<file path="src/rtl/truth_table_sweeper_pkg.sv">
// Shared types and constants for the truth-table sweeper slice.
package tt_pkg;

    typedef enum logic [1:0] {
        IDLE   = 2'd0,
        DRIVE  = 2'd1,
        FINISH = 2'd2
    } state_t;

    localparam int unsigned CNT_W = 16;

    function automatic int unsigned tbl_width(input int unsigned n);
        return 32'd1 << n;
    endfunction

endpackage

</file>
<file path="src/rtl/truth_table_sweeper_dwell_counter.sv">
// Dwell counter: synchronous clear-to-zero, count enable, terminal flag at DWELL-1.
module dwell_counter
    import tt_pkg::*;
#(
    parameter int unsigned DWELL = 20
) (
    input  logic clk,
    input  logic rst,
    input  logic clear,
    input  logic en,
    output logic term
);

    logic [CNT_W-1:0] cnt;

    always_ff @(posedge clk) begin
        if (rst || clear) begin
            cnt <= '0;
        end else if (en) begin
            cnt <= cnt + 1'b1;
        end
    end

    assign term = (cnt == CNT_W'(DWELL - 1));

endmodule

</file>
<file path="src/rtl/truth_table_sweeper.sv">
// Sweeps all N_IN-bit input vectors through a CUT and captures its truth table.
// Optional expected-table checker enabled by defining TT_EXPECT_CHECK_EN.
module truth_table_sweeper
    import tt_pkg::*;
#(
    parameter int unsigned N_IN  = 3,
    parameter int unsigned DWELL = 20
) (
    input  logic                 clk,
    input  logic                 rst,
    input  logic                 start,
    input  logic                 y_in,
    output logic [N_IN-1:0]      vec_out,
    output logic                 busy,
    output logic                 sample_valid,
    output logic [N_IN-1:0]      sample_idx,
    output logic                 sample_y,
    output logic                 done,
    output logic [2**N_IN-1:0]   table_out
`ifdef TT_EXPECT_CHECK_EN
    ,
    input  logic [2**N_IN-1:0]   expected,
    output logic                 mismatch,
    output logic [N_IN:0]        mismatch_cnt
`endif
);

    localparam int unsigned TBL_W = tbl_width(N_IN);

    state_t state, state_nxt;
    logic   accept, capture;
    logic   cnt_clear, cnt_en, cnt_term;

    logic            cap_pend;
    logic [N_IN-1:0] cap_idx;
    logic            cap_y;

    dwell_counter #(.DWELL(DWELL)) u_dwell (
        .clk   (clk),
        .rst   (rst),
        .clear (cnt_clear),
        .en    (cnt_en),
        .term  (cnt_term)
    );

    always_ff @(posedge clk) begin
        if (rst) begin
            state <= IDLE;
        end else begin
            state <= state_nxt;
        end
    end

    always_comb begin
        state_nxt = state;
        accept    = 1'b0;
        capture   = 1'b0;
        cnt_clear = 1'b0;
        cnt_en    = 1'b0;
        case (state)
            IDLE: begin
                if (start) begin
                    accept    = 1'b1;
                    cnt_clear = 1'b1;
                    state_nxt = DRIVE;
                end
            end
            DRIVE: begin
                if (cnt_term) begin
                    capture   = 1'b1;
                    cnt_clear = 1'b1;
                    if (vec_out == '1) begin
                        state_nxt = FINISH;
                    end
                end else begin
                    cnt_en = 1'b1;
                end
            end
            FINISH:  state_nxt = IDLE;
            default: state_nxt = IDLE;
        endcase
    end

    // Captures go through a one-deep stage so the last sample pulse lines up with done.
    always_ff @(posedge clk) begin
        if (rst) begin
            vec_out      <= '0;
            busy         <= 1'b0;
            sample_valid <= 1'b0;
            sample_idx   <= '0;
            sample_y     <= 1'b0;
            done         <= 1'b0;
            table_out    <= '0;
            cap_pend     <= 1'b0;
            cap_idx      <= '0;
            cap_y        <= 1'b0;
        end else begin
            cap_pend     <= capture;
            sample_valid <= cap_pend;
            done         <= (state == FINISH);
            if (capture) begin
                cap_idx              <= vec_out;
                cap_y                <= y_in;
                table_out[vec_out]   <= y_in;
                if (vec_out != '1) begin
                    vec_out <= vec_out + 1'b1;
                end
            end
            if (cap_pend) begin
                sample_idx <= cap_idx;
                sample_y   <= cap_y;
            end
            if (accept) begin
                busy      <= 1'b1;
                vec_out   <= '0;
                table_out <= '0;
            end
            if (state == FINISH) begin
                busy <= 1'b0;
            end
        end
    end

`ifdef TT_EXPECT_CHECK_EN
    logic [TBL_W-1:0] exp_q;

    always_ff @(posedge clk) begin
        if (rst) begin
            exp_q        <= '0;
            mismatch     <= 1'b0;
            mismatch_cnt <= '0;
        end else if (accept) begin
            exp_q        <= expected;
            mismatch     <= 1'b0;
            mismatch_cnt <= '0;
        end else if (capture && (y_in != exp_q[vec_out])) begin
            mismatch     <= 1'b1;
            mismatch_cnt <= mismatch_cnt + 1'b1;
        end
    end
`else
    // Without the checker the sweep logic above is the whole design.
`endif

endmodule

</file>
<file path="config.mk">
export PLATFORM = sky130hd
export DESIGN_NAME = truth_table_sweeper
export DESIGN_NICKNAME = d
export VERILOG_FILES = /design/src/rtl/truth_table_sweeper_pkg.sv /design/src/rtl/truth_table_sweeper_dwell_counter.sv /design/src/rtl/truth_table_sweeper.sv
export SDC_FILE = /design/constraint.sdc
export NUM_CORES = 1
export LEC_CHECK = 0
export BUFFER_PORTS_ARGS = -buffer_cell sky130_fd_sc_hd__buf_2
export CAP_MARGIN = 20
export CORE_UTILIZATION = 51
export CTS_CLUSTER_DIAMETER = 120
export DETAILED_ROUTE_END_ITERATION = 10
export PLACE_DENSITY = 0.74
export SYNTH_ARGS = -nofsm -noshare
export SYNTH_HDL_FRONTEND = slang
export SYNTH_HIERARCHICAL = 1
export SYNTH_SLANG_ARGS = --single-unit
export TNS_END_PERCENT = 1
</file>
<file path="constraint.sdc">
create_clock -name clk -period 2.2 [get_ports clk]
set_input_delay 0.22 -clock clk [delete_from_list [all_inputs] [get_ports clk]]
set_output_delay 0.22 -clock clk [all_outputs]
set_load 0.05 [all_outputs]
</file>
Yosys cells after proc, flatten, opt, wreduce, memory -nomap -nowiden
Cells that the tools add are included.
{"block": "totals", "regBits": 41, "input_bits": 4, "output_inout_bits": 18, "wordCells": 45}
{"block": "classes", "addsub": 2, "magnitude_cmp": 2, "eq_ne": 8, "mux": 14, "reduce_logical": 7}
{"operator": "16-bit by 1-bit adder with 16-bit output, second input constant", "n": 1}
{"operator": "16-bit by 5-bit == test with 1-bit output, second input constant", "n": 1}
{"operator": "8-bit bitwise mux", "n": 1}
{"operator": "1-bit 2-to-1 mux", "n": 7}
{"operator": "2-bit 2-to-1 mux", "n": 3}
{"operator": "2-bit != test, second input constant", "n": 3}
{"operator": "3-bit by 4-bit < comparator with 1-bit output, second input constant", "n": 1}
{"operator": "2-bit one-hot mux with 2 select lines", "n": 1}
{"operator": "2-bit OR reduction", "n": 2}
{"operator": "3-bit by 1-bit adder with 3-bit output, second input constant", "n": 1}
{"operator": "1-bit demux with 3-bit select", "n": 1}
{"operator": "3-bit == test, second input constant", "n": 1}
{"operator": "3-bit by 1-bit >= comparator with 1-bit output, second input constant", "n": 1}
{"operator": "3-bit != test, second input constant", "n": 1}
{"operator": "3-bit AND reduction", "n": 1}
{"operator": "2-bit by 1-bit == test with 1-bit output, second input constant", "n": 1}
{"operator": "2-bit == test, second input constant", "n": 1}
{"operator": "2-bit zero test", "n": 1}
{"operator": "1-bit one-hot mux with 2 select lines", "n": 1}
{"operator": "2-bit AND reduction", "n": 1}
{"operator": "1-bit logical AND", "n": 1}
{"operator": "1-bit logical OR", "n": 1}

Depth between registers and ports, before layout
{"block": "logic_depth", "ltp_word": 5, "ltp_mapped": 9}

Cells and area by module
Netlist, hierarchy kept.
{"module": "truth_table_sweeper", "instances": 1, "cells_each": 105, "area_per_inst_um2": 1059.8, "seq_area_each_um2": 500.5}
{"module": "dwell_counter", "instances": 1, "cells_each": 90, "area_per_inst_um2": 818.3, "seq_area_each_um2": 320.3}

Least setup slack after synthesis
OpenSTA, ideal clock, no wires.
{"block": "synth_path", "path_kind": "reg-to-reg", "start": "register u_dwell.cnt[0]", "end": "register u_dwell.cnt[7]", "setup_ns": 0.069, "arrival_time_ns": 2.012, "required_time_ns": 2.131, "setup_slack_ns": 0.120, "path_stages_with_launch": 10, "period_less_slack_ns": 2.080, "cell_sequence": "dfxtp_1 > ha_1 > nor4b_1 > and4_1 > nor3_1 > buf_6 > and3_1 > nand3_2 > or4_1 > o21ai_1"}
{"block": "synth_via", "elab_cells_between_ends": 7, "classes_between": "1 x add/sub; 1 x eq/ne; 4 x mux; 1 x reduce/logical"}
{"element": "from (decl)", "line": "truth_table_sweeper_dwell_counter.sv:14", "text": "logic [CNT_W-1:0] cnt;"}
{"element": "from (signal assigned)", "line": "truth_table_sweeper_dwell_counter.sv:20", "text": "cnt <= cnt + 1'b1;"}
{"element": "16-bit by 5-bit == test with 1-bit output", "line": "truth_table_sweeper_dwell_counter.sv:24", "text": "assign term = (cnt == CNT_W'(DWELL - 1));"}
{"element": "net cnt_term", "line": "truth_table_sweeper.sv:32", "text": "logic cnt_clear, cnt_en, cnt_term;"}
{"element": "1-bit 2-to-1 mux", "line": "truth_table_sweeper.sv:69", "text": "if (cnt_term) begin"}
{"element": "1-bit 2-to-1 mux", "line": "truth_table_sweeper.sv:60", "text": "case (state)"}
{"element": "net cnt_en", "line": "truth_table_sweeper.sv:32"}
The timed path passes the listed nets, and every way through them passes these cells.
A chain may end at the register's enable or synchronous reset.

Final worst setup path
Same ends and word-level chain as after synthesis.

==> metrics.txt <==
DP Cell Count=262; Mapped Area=about 0.0019 mm^2; H-tree depth=2; diode count=0; die height=62.7 um; commonest non-fill, non-tap cell in the layout=dfxtp_1; final instance area=0.00220 mm^2; switch share=0.206; global-route wire length before repair=6.19 mm; Crit. Startpoint=u_dwell/cnt[0]; maximum clock frequency=just under 0.5 GHz; Die Area=about 0.0039 mm^2; FP Rows=21; most frequent cells in the layout=41 x dfxtp_1, 27 x nor2_1, 21 x buf_2, 17 x mux2i_1, 17 x nand2_1; clock share of power=0.428; Hold Crit Depth=3; antenna violations before repair=0; part of the power in combinational logic=0.051; worst r2r dst=u_dwell/cnt[7]; Worst Max-Slew Pin Slew=approximately 0.39 ns; crit-path max FO=6; syn nets=roughly 200; crit path time final=about 2.1 ns; ys async rst share=0; Avg Cell Area, Syn=a little under 10 um^2; vias in the first global route=1403; count of final hold-check violations=0; share of layout cells above drive strength 1=0.240; crit path DAT=around 2.3 ns; pwr/cell area=~650 mW/mm^2; Cells after Synth=~200; Finish-stage setup viols=0; Final Cycle Share=0.939; Longest Clk Path Bufs=2; area grow syn2layout=17.3%; core area=approximately 0.0034 mm^2; WL/cell=around 14 um; Hold Path Sink=table_out[0]; DRC=0; Most used DFF post-synth=dfxtp_1; total number of vias=~1500; total grt overflow=0; largest net degree at the start of global routing=26; CP max-delay cell=or4_1; Non-Filler Instances=271; Slew Viols, Final=0; Seq/Total Area, Yosys=0.437; flop and latch count out of synthesis=41; placer congestion estimate=0.873; Post-DRT Antenna Nets=0; Max stage delay on crit path=0.47 ns; Hold Crit Class=input pin to register; RSZ-0062 raised after global routing=no; R2R cell count=9; Ys Warns=6; worst reg-to-reg setup slack=between 0.1 and 0.15 ns; TritonCTS clock tree=done; capturing element type of the critical path=register; NetSw=0.000296 W; post-DP HPWL=roughly 2.6 mm; sequential share of power=0.521; initial core utilization=0.546; Synth cell types=45; total CTS buffers=5; CP required=around 2.4 ns; I/O pins=22; EDFF count, synth=0; GRT Util Overall=0.202; crit-path cells=ha_1, nor4b_2, and4_1, nor3_2, buf_4, and3_4, nand3_2, or4_1, o21ai_1; clock sink count=between 40 and 50; Hold Slack=around 0.23 ns; Rel. slew slack=0.739; P_int=approximately 0.0011 W; Pleak=0.994 nW; Reg area=~800 um^2; NumNets Final=about 230; DP Area=0.00205 mm^2; clk slew on worst S/H paths=~0.080 ns; Max VDD drop=0.465 mV; Tot Pwr=~0.0014 W; Vias per Instance=approximately 5.6; clk root buf=clkbuf_8; PortBufs=21; worst skew pair latency=approximately 0.29 ns; drt pass-1 iters=4; status=complete, no violations; worst r2r src=u_dwell/cnt[0]; filler instances=288; wirelength, routed=3.69 mm; Startpoint Class=register; max_cap viols=0; setup tns final=0 ns; clk_skew=~0.0079 ns; Die X=between 60 and 70 um; Detailed Route Iter0 Violations=just over 60; area of the multi-input gates=just over 0.001 mm^2; HP Start=y_in; Worst Setup Path Type=register to register
how the worst max path moves through the flow:
stage	slack (ns)	end	cells past startpoint
floorplan	0.12	u_dwell/cnt[7]	9
global placement	0.17	u_dwell/cnt[7]	9
detailed placement	0.09	u_dwell/cnt[13]	9
CTS	0.07	u_dwell/cnt[13]	9
global route	0.02	u_dwell/cnt[7]	9
finish	0.13	u_dwell/cnt[7]	9
kinds of logic after synthesis:
| logic type | after synthesis | synth area share |
|---|---|---|
| and+or+nand+nor | 92 | 0.300 |
| DFF | 41 | 0.437 |
| AOI/OAI and AO/OA | 19 | 0.0613 |
| buffers and inverters | 12 | 0.0380 |
| xor gates and xnor gates | 10 | 0.0466 |
| muxes | 17 | 0.0906 |
| adders and majority gates | 4 | 0.0266 |
flip-flops by register name, indices dropped and copies added, names as in the netlist, 2 cells and up:
name	flops
table_out	8
sample_idx	3
u_dwell/cnt	16
vec_out	3
cap_idx	3
state	2
repair_timing:
action / CTS / global route
resized for setup: 0 / 4
setup endpoints to repair: 0 / 5
hold buffers: 0 / 0
setup buffers: 0 / 1
endpoints found under the hold margin: 0 / 0
power by group through the flow:
| stage | logic (W) | clock network, W | registers [W] |
|---|---|---|---|
| final | 0.0000733 | 0.000617 | 0.000749 |
| after global routing | 0.0000794 | 0.000668 | 0.000749 |
| after CTS | 0.0000703 | 0.000633 | 0.000749 |
| after detailed placement | 0.0000698 | 0 | 0.000766 |
| after global placement | 0.0000664 | 0 | 0.000766 |
| after floorplan | 0.0000467 | 0 | 0.000771 |
per-layer routing:
metal  track usage  vias to the layer above  part of all wire
met4        0.0756                        0             0.012
li1              -                      745                 -
met1         0.236                      732              0.45
met3        0.0657                        5             0.037
met5             0                        -                 0
met2         0.342                       28              0.50
Yosys cell counts (3+ instances only):
cell | count | area share
xor2_1 | 5 | 0.023
o21ai_0 | 4 | 0.011
nand3b_1 | 7 | 0.028
nand3_1 | 6 | 0.016
dfxtp_1 | 41 | 0.44
mux2i_1 | 17 | 0.091
xnor2_1 | 5 | 0.023
ha_1 | 4 | 0.027
nor2b_1 | 3 | 0.010
clkbuf_1 | 6 | 0.012
nor2_1 | 27 | 0.054
buf_6 | 3 | 0.018
a21oi_1 | 8 | 0.021
nor4_1 | 3 | 0.010
nand2_1 | 17 | 0.034
worst max-delay path: cells and delay by family (launching register included):
family          cells  cell delay [ns]
buf+inv             1             0.17
compound gates      1             0.08
simple gates        6             1.22
fa+ha+maj           1             0.21
flops               1             0.32
through the flow:
step	setup WS, ns	utilization
detailed placement	0.0871	0.596
floorplan	0.120	-
global placement	0.169	0.596
global route	0.0171	0.640
CTS	0.0716	0.631
finish	0.134	0.640
layout make-up:
cell class | count | area share
multi-input cells | 142 | 0.458
flip-flops and latches | 41 | 0.373
repair buffers | 32 | 0.0852
clock buffers | 6 | 0.0375
well taps | 46 | 0.0261
clock inverters | 2 | 0.0170
inverters | 2 | 0.00341
Note: power is estimated with default switching activity, not from simulation.
